===== config.mk =====
export PLATFORM = sky130hd
export DESIGN_NAME = demux_1to4_buf_flat
export DESIGN_NICKNAME = d
export VERILOG_FILES = /design/src/rtl/demux_pkg.sv /design/src/rtl/demux_1to4_buf_if.sv /design/src/rtl/demux_slot.sv /design/src/rtl/demux_1to4_buf.sv /design/src/flat_wrapper.sv
export SDC_FILE = /design/constraint.sdc
export NUM_CORES = 1
export LEC_CHECK = 0
export BUFFER_PORTS_ARGS = -buffer_cell sky130_fd_sc_hd__buf_2
export CAP_MARGIN = 5
export CORE_MARGIN = 10
export CORE_UTILIZATION = 40
export DETAILED_ROUTE_END_ITERATION = 8
export GPL_ROUTABILITY_DRIVEN = 0
export GPL_TIMING_DRIVEN = 0
export PLACE_DENSITY = 0.72
export SLEW_MARGIN = 10
export SYNTH_ARGS = -nofsm -noshare
export SYNTH_HDL_FRONTEND = slang
export SYNTH_SLANG_ARGS = --single-unit

===== constraint.sdc =====
create_clock -name clk -period 3.24 [get_ports clk]
set_input_delay 0.648 -clock clk [delete_from_list [all_inputs] [get_ports clk]]
set_output_delay 0.648 -clock clk [all_outputs]
set_load 0.1 [all_outputs]

===== src/rtl/demux_pkg.sv =====
// Shared types and constants for the buffered 1-to-4 demultiplexer.
package demux_pkg;

  localparam int NUM_CH = 4;
  localparam int SEL_W  = 2;

  typedef logic [SEL_W-1:0] sel_t;

  typedef enum logic {
    EMPTY = 1'b0,
    FULL  = 1'b1
  } slot_state_t;

  function automatic logic [NUM_CH-1:0] sel_onehot(sel_t s);
    sel_onehot    = '0;
    sel_onehot[s] = 1'b1;
  endfunction

endpackage


===== src/rtl/demux_1to4_buf_if.sv =====
// Producer/consumer bundle of the 1-to-4 demux: one input stream, four output slots, debug counters.
interface demux_1to4_buf_if
  import demux_pkg::*;
#(
  parameter int WIDTH = 16,
  parameter int CNT_W = 8
) ();

  logic                    in_valid;
  logic                    in_ready;
  logic [WIDTH-1:0]        in_data;
  sel_t                    in_sel;
  logic [NUM_CH-1:0]       out_valid;
  logic [NUM_CH-1:0]       out_ready;
  logic [NUM_CH*WIDTH-1:0] out_data;
  logic [NUM_CH*CNT_W-1:0] deliv_cnt;
  logic                    clr_cnt;

  modport master (
    output in_valid, in_data, in_sel, out_ready, clr_cnt,
    input  in_ready, out_valid, out_data, deliv_cnt
  );

  modport slave (
    input  in_valid, in_data, in_sel, out_ready, clr_cnt,
    output in_ready, out_valid, out_data, deliv_cnt
  );

endinterface


===== src/rtl/demux_slot.sv =====
// One single-entry output slot with a saturating delivery counter.
// Load-to-valid 1 cycle; drain and reload in the same cycle keep full throughput.
module demux_slot
  import demux_pkg::*;
#(
  parameter int WIDTH = 16,
  parameter int CNT_W = 8
) (
  input  logic             clk,
  input  logic             reset,
  input  logic             push,
  input  logic [WIDTH-1:0] push_data,
  input  logic             out_ready,
  input  logic             clr_cnt,
  output logic             out_valid,
  output logic [WIDTH-1:0] out_data,
  output logic [CNT_W-1:0] cnt
);

  slot_state_t state, state_nxt;
  logic        load;
  logic        drain;

  assign out_valid = (state == FULL);
  assign drain     = out_valid & out_ready;

  always_comb begin
    state_nxt = state;
    load      = 1'b0;
    case (state)
      EMPTY: begin
        if (push) begin
          state_nxt = FULL;
          load      = 1'b1;
        end
      end
      FULL: begin
        // A push while full is only possible when the slot drains this cycle.
        if (drain && push) begin
          load = 1'b1;
        end else if (drain) begin
          state_nxt = EMPTY;
        end
      end
      default: state_nxt = EMPTY;
    endcase
  end

  always_ff @(posedge clk) begin
    if (reset) begin
      state    <= EMPTY;
      out_data <= '0;
      cnt      <= '0;
    end else begin
      state <= state_nxt;
      if (load) begin
        out_data <= push_data;
      end
      if (clr_cnt) begin
        cnt <= '0;
      end else if (drain && (cnt != {CNT_W{1'b1}})) begin
        cnt <= cnt + 1'b1;
      end
    end
  end

endmodule


===== src/rtl/demux_1to4_buf.sv =====
// Steers one word per cycle into one of four registered slots selected by in_sel.
// Word visible 1 cycle after accept; in_ready drops only when the selected slot is full and not draining.
module demux_1to4_buf
  import demux_pkg::*;
#(
  parameter int WIDTH = 16,
  parameter int CNT_W = 8
) (
  input  logic              clk,
  input  logic              reset,
  demux_1to4_buf_if.slave   bus
);

  logic [NUM_CH-1:0]            vld;
  logic [NUM_CH-1:0]            push;
  logic [NUM_CH-1:0][WIDTH-1:0] dat;
  logic [NUM_CH-1:0][CNT_W-1:0] cnt;
  logic                         rdy;
  logic                         acc;

  assign rdy  = ~vld[bus.in_sel] | bus.out_ready[bus.in_sel];
  assign acc  = bus.in_valid & rdy;
  assign push = acc ? sel_onehot(bus.in_sel) : '0;

  assign bus.in_ready  = rdy;
  assign bus.out_valid = vld;
  assign bus.out_data  = dat;
  assign bus.deliv_cnt = cnt;

  for (genvar k = 0; k < NUM_CH; k++) begin : g_ch
    demux_slot #(
      .WIDTH (WIDTH),
      .CNT_W (CNT_W)
    ) u_slot (
      .clk       (clk),
      .reset     (reset),
      .push      (push[k]),
      .push_data (bus.in_data),
      .out_ready (bus.out_ready[k]),
      .clr_cnt   (bus.clr_cnt),
      .out_valid (vld[k]),
      .out_data  (dat[k]),
      .cnt       (cnt[k])
    );
  end

endmodule


===== src/flat_wrapper.sv =====
// flat-port wrapper written by rule: the top's interface ports become plain ports
module demux_1to4_buf_flat import demux_pkg::*;
#(
  parameter int WIDTH = 16,
  parameter int CNT_W = 8
)
  (clk, reset, bus_in_valid, bus_in_data, bus_in_sel, bus_out_ready, bus_clr_cnt, bus_in_ready, bus_out_valid, bus_out_data, bus_deliv_cnt);
  demux_1to4_buf_if #(.WIDTH(WIDTH), .CNT_W(CNT_W)) bus_i ();
  input  logic clk;
  input  logic reset;
  input wire logic [$bits(bus_i.in_valid)-1:0] bus_in_valid;
  input wire logic [$bits(bus_i.in_data)-1:0] bus_in_data;
  input wire logic [$bits(bus_i.in_sel)-1:0] bus_in_sel;
  input wire logic [$bits(bus_i.out_ready)-1:0] bus_out_ready;
  input wire logic [$bits(bus_i.clr_cnt)-1:0] bus_clr_cnt;
  output wire logic [$bits(bus_i.in_ready)-1:0] bus_in_ready;
  output wire logic [$bits(bus_i.out_valid)-1:0] bus_out_valid;
  output wire logic [$bits(bus_i.out_data)-1:0] bus_out_data;
  output wire logic [$bits(bus_i.deliv_cnt)-1:0] bus_deliv_cnt;
  assign bus_i.in_valid = bus_in_valid;
  assign bus_i.in_data = bus_in_data;
  assign bus_i.in_sel = bus_in_sel;
  assign bus_i.out_ready = bus_out_ready;
  assign bus_i.clr_cnt = bus_clr_cnt;
  assign bus_in_ready = bus_i.in_ready;
  assign bus_out_valid = bus_i.out_valid;
  assign bus_out_data = bus_i.out_data;
  assign bus_deliv_cnt = bus_i.deliv_cnt;
  demux_1to4_buf #(.WIDTH(WIDTH), .CNT_W(CNT_W)) u_core (.clk(clk), .reset(reset), .bus(bus_i));
endmodule

; Word level (Yosys, flattened, before mapping)
; Index checks and enable logic that the tools add are counted.
[classes]
n_addsub = 4
n_lt_le_gt_ge = 2
eq_ne = 4
n_mux = 31
n_bitwise = 11
reduce_logical = 10
[ops]
columns = operator, count
row1 = 8-bit by 1-bit adder with 8-bit output (second input constant), 4
row2 = 8-bit != test (second input constant), 4
row3 = 1-bit 2-to-1 mux, 19
row4 = 1-bit one-hot mux with 2 select lines, 8
row5 = 1-bit logical AND, 9
row6 = 1-bit AND, 5
row7 = 1-bit NOT, 5
row8 = 1-bit binary-select mux with 2-bit select, 2
row9 = 4-bit 2-to-1 mux, 1
row10 = 2-bit by 3-bit < comparator with 1-bit output (second input constant), 1
row11 = 1-bit demux with 2-bit select, 1
row12 = 2-bit by 1-bit greater-or-equal comparator with 1-bit output (second input constant), 1
row13 = 2-bit OR reduction, 1
row14 = 1-bit OR, 1
[totals]
ff_bits = 100
output_inout_bits = 101
wordCells = 74

; Longest topological paths before layout
[logic_depth]
ltp_word = 9
depth_mapped = 6
depth_no_buf = 5

; By module
; Synthesis repeated with hierarchy kept, for this count alone.
[unflattened]
cells_unflattened = 505
area_unflattened_um2 = 4080.2
[by_module_without_submodules]
columns = module, instances, cells_each, area_per_inst_um2, seq_area_each_um2
row1 = demux_slot, 4, 124, 994.7, 500.5
row2 = demux_1to4_buf, 1, 9, 101.3, 0.0

; Least setup slack after synthesis
; OpenSTA, ideal clock, no wires.
[synth_path]
path_type = register -> register
from = register u_core.g_ch[2].u_slot.cnt[0]
to = register u_core.g_ch[2].u_slot.cnt[1]
arrival_time_ns = 2.206
setup_slack_ns = 0.907
stages_incl_launch_ff = 6
period_less_slack_ns = 2.333
cell_sequence = dfxtp_1 -> ha_1 -> nand4_1 -> o211ai_1 -> mux2i_1 -> nor2_1
[synth_between]
elab_chain_len = 2
[synth_lines]
columns = item, line
row1 = start: declaration, demux_slot.sv:17  ; output logic [CNT_W-1:0] cnt
row2 = start signal: assignment, demux_slot.sv:62  ; cnt <= cnt + 1'b1;
row3 = "parallel branches: the longest is 2 deep, another holds 8-bit by 1-bit adder with 8-bit output", --
; Several ways; the timed one is not identified.
; A chain may end at the register's enable or synchronous reset.

; Final worst setup path
[layout_path]
from = input port bus_out_ready[1]
to = output port bus_in_ready
[layout_between]
elab_chain_len = 3
[layout_lines]
columns = item, line
row1 = start: declaration, flat_wrapper.sv:14  ; input wire logic [$bits(bus_i.out_ready)-1:0] bus_out_ready;
row2 = 1-bit binary-select mux with 2-bit select, demux_1to4_buf.sv:21  ; assign rdy = ~vld[bus.in_sel] | bus.out_ready[bus.in_sel];
row3 = 1-bit 2-to-1 mux (implied by the code), demux_1to4_buf.sv:21
row4 = 1-bit OR, demux_1to4_buf.sv:21
row5 = end: declaration, flat_wrapper.sv:16  ; output wire logic [$bits(bus_i.in_ready)-1:0] bus_in_ready;
; No other way between the ends. The select of a mux whose other input is x is not followed.

==> run metrics <==
Post-Synth Adder-Cell Area 1.267%; Max-slew headroom 57.47%; Worst path top cell family by delay multiplexers; CTS Sinks 100; largest net degree at the start of global routing 21; max frequency 0.4144 GHz; maximum root-to-sink buffer count 2; Startpoint Class primary input; post-synthesis compound-gate area fraction 14.34%; Final Max Tran Viols 0; Ys Warns 0; CTS H-tree lvls 3; XOR/XNOR share of the synthesized area 3.103%; Net Count, Synth 507; MaxCap Viol Count 0; Synth Instances 477; final core occ 50.98%; drt drc 0; Pwr Density 494.7 nW/um^2; Least-Margin Pin Slew 0.6356 ns; Mean Syn Cell Area 8.284 um^2; Critical Path Slowest Stage Cell mux4_2; FF-to-FF Start u_core.g_ch[2].u_slot.cnt[1]; Clock transition at path regs 0.10 ns; crit path from bus_out_ready[1]; clock skew 0.01439 ns; Cell variety after synth 44; CTS root buf clkbuf_8; Die Ht 119.4 um; initial antenna violation count 0; IO Port Bufs 124; class of the worst hold path flop to flop; commonest non-fill, non-tap cells in the layout nand2_1 (141), buf_2 (131), dfxtp_1 (100); gr usage total 16.34%; multi-input combinational cell area 1794 um^2; DR vias 3764; Main synth FF type dfxtp_1; worst hold margin 0.4600 ns; DRT Pass-1 Iters 4; crit path max fanout 4; CP endpoint kind output port; max incr delay on CP 0.47 ns; CTS Hold Buffers Added 0; CTS buffer count 9; per-cell routed wire length 15.55 um; Mapped Area 3951 um^2; mux share of post-synthesis cell area 1.077%; CTS tree done; Crit Path Class primary input to output port; register area share after synthesis 50.66%; vias in the first global route 3876; final net count 642; DPL Wire Length 9.236 mm; fin crit share 74.48%; most common cell after layout, fill and taps aside nand2_1; Worst EP required 2.59 ns; FF+latch count, synth 100; Peak VDD IR 279.0 uV; post-synthesis async set-or-reset flop share 0%; Antenna diodes 0; hold_sp u_core.g_ch[1].u_slot.out_data[3]; Reg area 2002 um^2; Cell Rows 36; outcome completed; # resized after CTS 0; DRT antenna net count 0; first-pass GRT wire length 19.40 mm; Worst Path Buf+Inv 2; post-synthesis simple-gate area fraction 25.62%; Leak 0.002085 uW; Fill cells 945; endpoints failing hold 0; RSZ-0062 raised after global routing no; final setup fails 0; main combinational cell family by area after synthesis simple AND/OR/NAND/NOR gates; die width 119.4 um; starting density of the core 40.80%; Post CTS Setup Buffer Count 0; die area 14250 um^2; layout cells sized above 1 25.45%; EDFF count, synth 0; worst endpoint data arrival time 1.77 ns; core area 9684 um^2; # IOs 127; Clk Latency, worst-skew pair 0.36 ns; Area Overhead vs Synth 24.95%; Final Power 2443 uW; final wirelength 11.67 mm; most frequent CP cell buf_2; crit path cell chain buf_2 > nand2b_1 > mux4_2 > buf_2; DRT iter0 DRCs 264; vias per std cell 5.019; fin crit period 2.413 ns; post-route setup TNS 0 ns; grt ovf 0
-- cell usage after synthesis, types with 5 or more instances --
cell type    n  area, um^2
a21oi_1     76       380.4
and4_1       6       52.55
buf_2        7       35.03
clkbuf_1    18       67.56
dfxtp_1    100        2002
nand2_1    141       529.3
nand2b_1     5       31.28
nand3_1     14       70.07
nand4_1      6       37.54
nor2_1      20       75.07
o211ai_1     5       37.54
o21ai_0      5       25.02
xor2_1      10       87.58
-- area by class of cell --
| cell class | count | share of cell area [%] |
|---|---|---|
| Buffer | 30 | 2.914 |
| Timing Repair Buffer | 124 | 12.57 |
| Clock inverter | 7 | 1.521 |
| Inverter | 3 | 0.2281 |
| Clock buffer | 9 | 2.509 |
| Sequential cell | 100 | 40.55 |
| Multi-Input combinational cell | 344 | 36.34 |
| Tap cell | 133 | 3.371 |
-- sequential cells by signal, summed over array words and instances, names as in the netlist --
name	cells
u_core.g_ch.u_slot.out_data	64
u_core.g_ch.u_slot.cnt	32
u_core.g_ch.u_slot.out_valid	4
-- path summary, 6_finish.rpt --
path,to,slack (ns),cells after the start
max,bus_in_ready,0.83,4
min reg2reg,u_core.g_ch[1].u_slot.out_data[3],0.46,2
min,u_core.g_ch[1].u_slot.out_data[3],0.46,2
max reg2reg,u_core.g_ch[2].u_slot.cnt[1],1.39,5
-- layer usage --
| layer | track usage, % | routed length [um] | part of all wire [%] | vias to the layer above |
|---|---|---|---|---|
| met5 | 0 | 0 | 0 | - |
| met4 | 3.771 | 70 | 0.60 | 0 |
| met3 | 7.558 | 1059 | 9.1 | 8 |
| met2 | 27.07 | 5485 | 47 | 116 |
| met1 | 18.85 | 5049 | 43 | 1740 |
| li1 | - | - | - | 1900 |
-- through the flow --
step,setup WS [ns],cell area [um^2],instances
4_1_cts,0.8114,4937,750
3_5_place_dp,0.8126,4738,734
6_report,0.8268,4937,750
3_3_place_gp,0.8128,4738,734
2_1_floorplan,0.9066,3951,477
5_1_grt,0.7754,4937,750
-- cells by family after synthesis --
kind of cell / count (synthesis)
buffers and inverters: 33
DFF: 100
muxes: 3
and+or+nand+nor: 221
AOI/OAI and AO/OA: 102
adders and majority gates: 4
xor gates and xnor gates: 14
-- where the power goes --
part           leakage [uW]  switching [uW]  internal [uW]
clock             0.0000985             488            309
sequential         0.000810            16.0           1260
combinational       0.00118             311           62.0
-- worst reg2reg max path, stage by stage (launching register included) --
cell and delay, ns:
dfxtp_1 0.44, ha_1 0.29, nand4_1 0.27, o211ai_1 0.44, mux2i_1 0.25, nor2_1 0.05
Note: power is estimated with default switching activity, not from simulation.
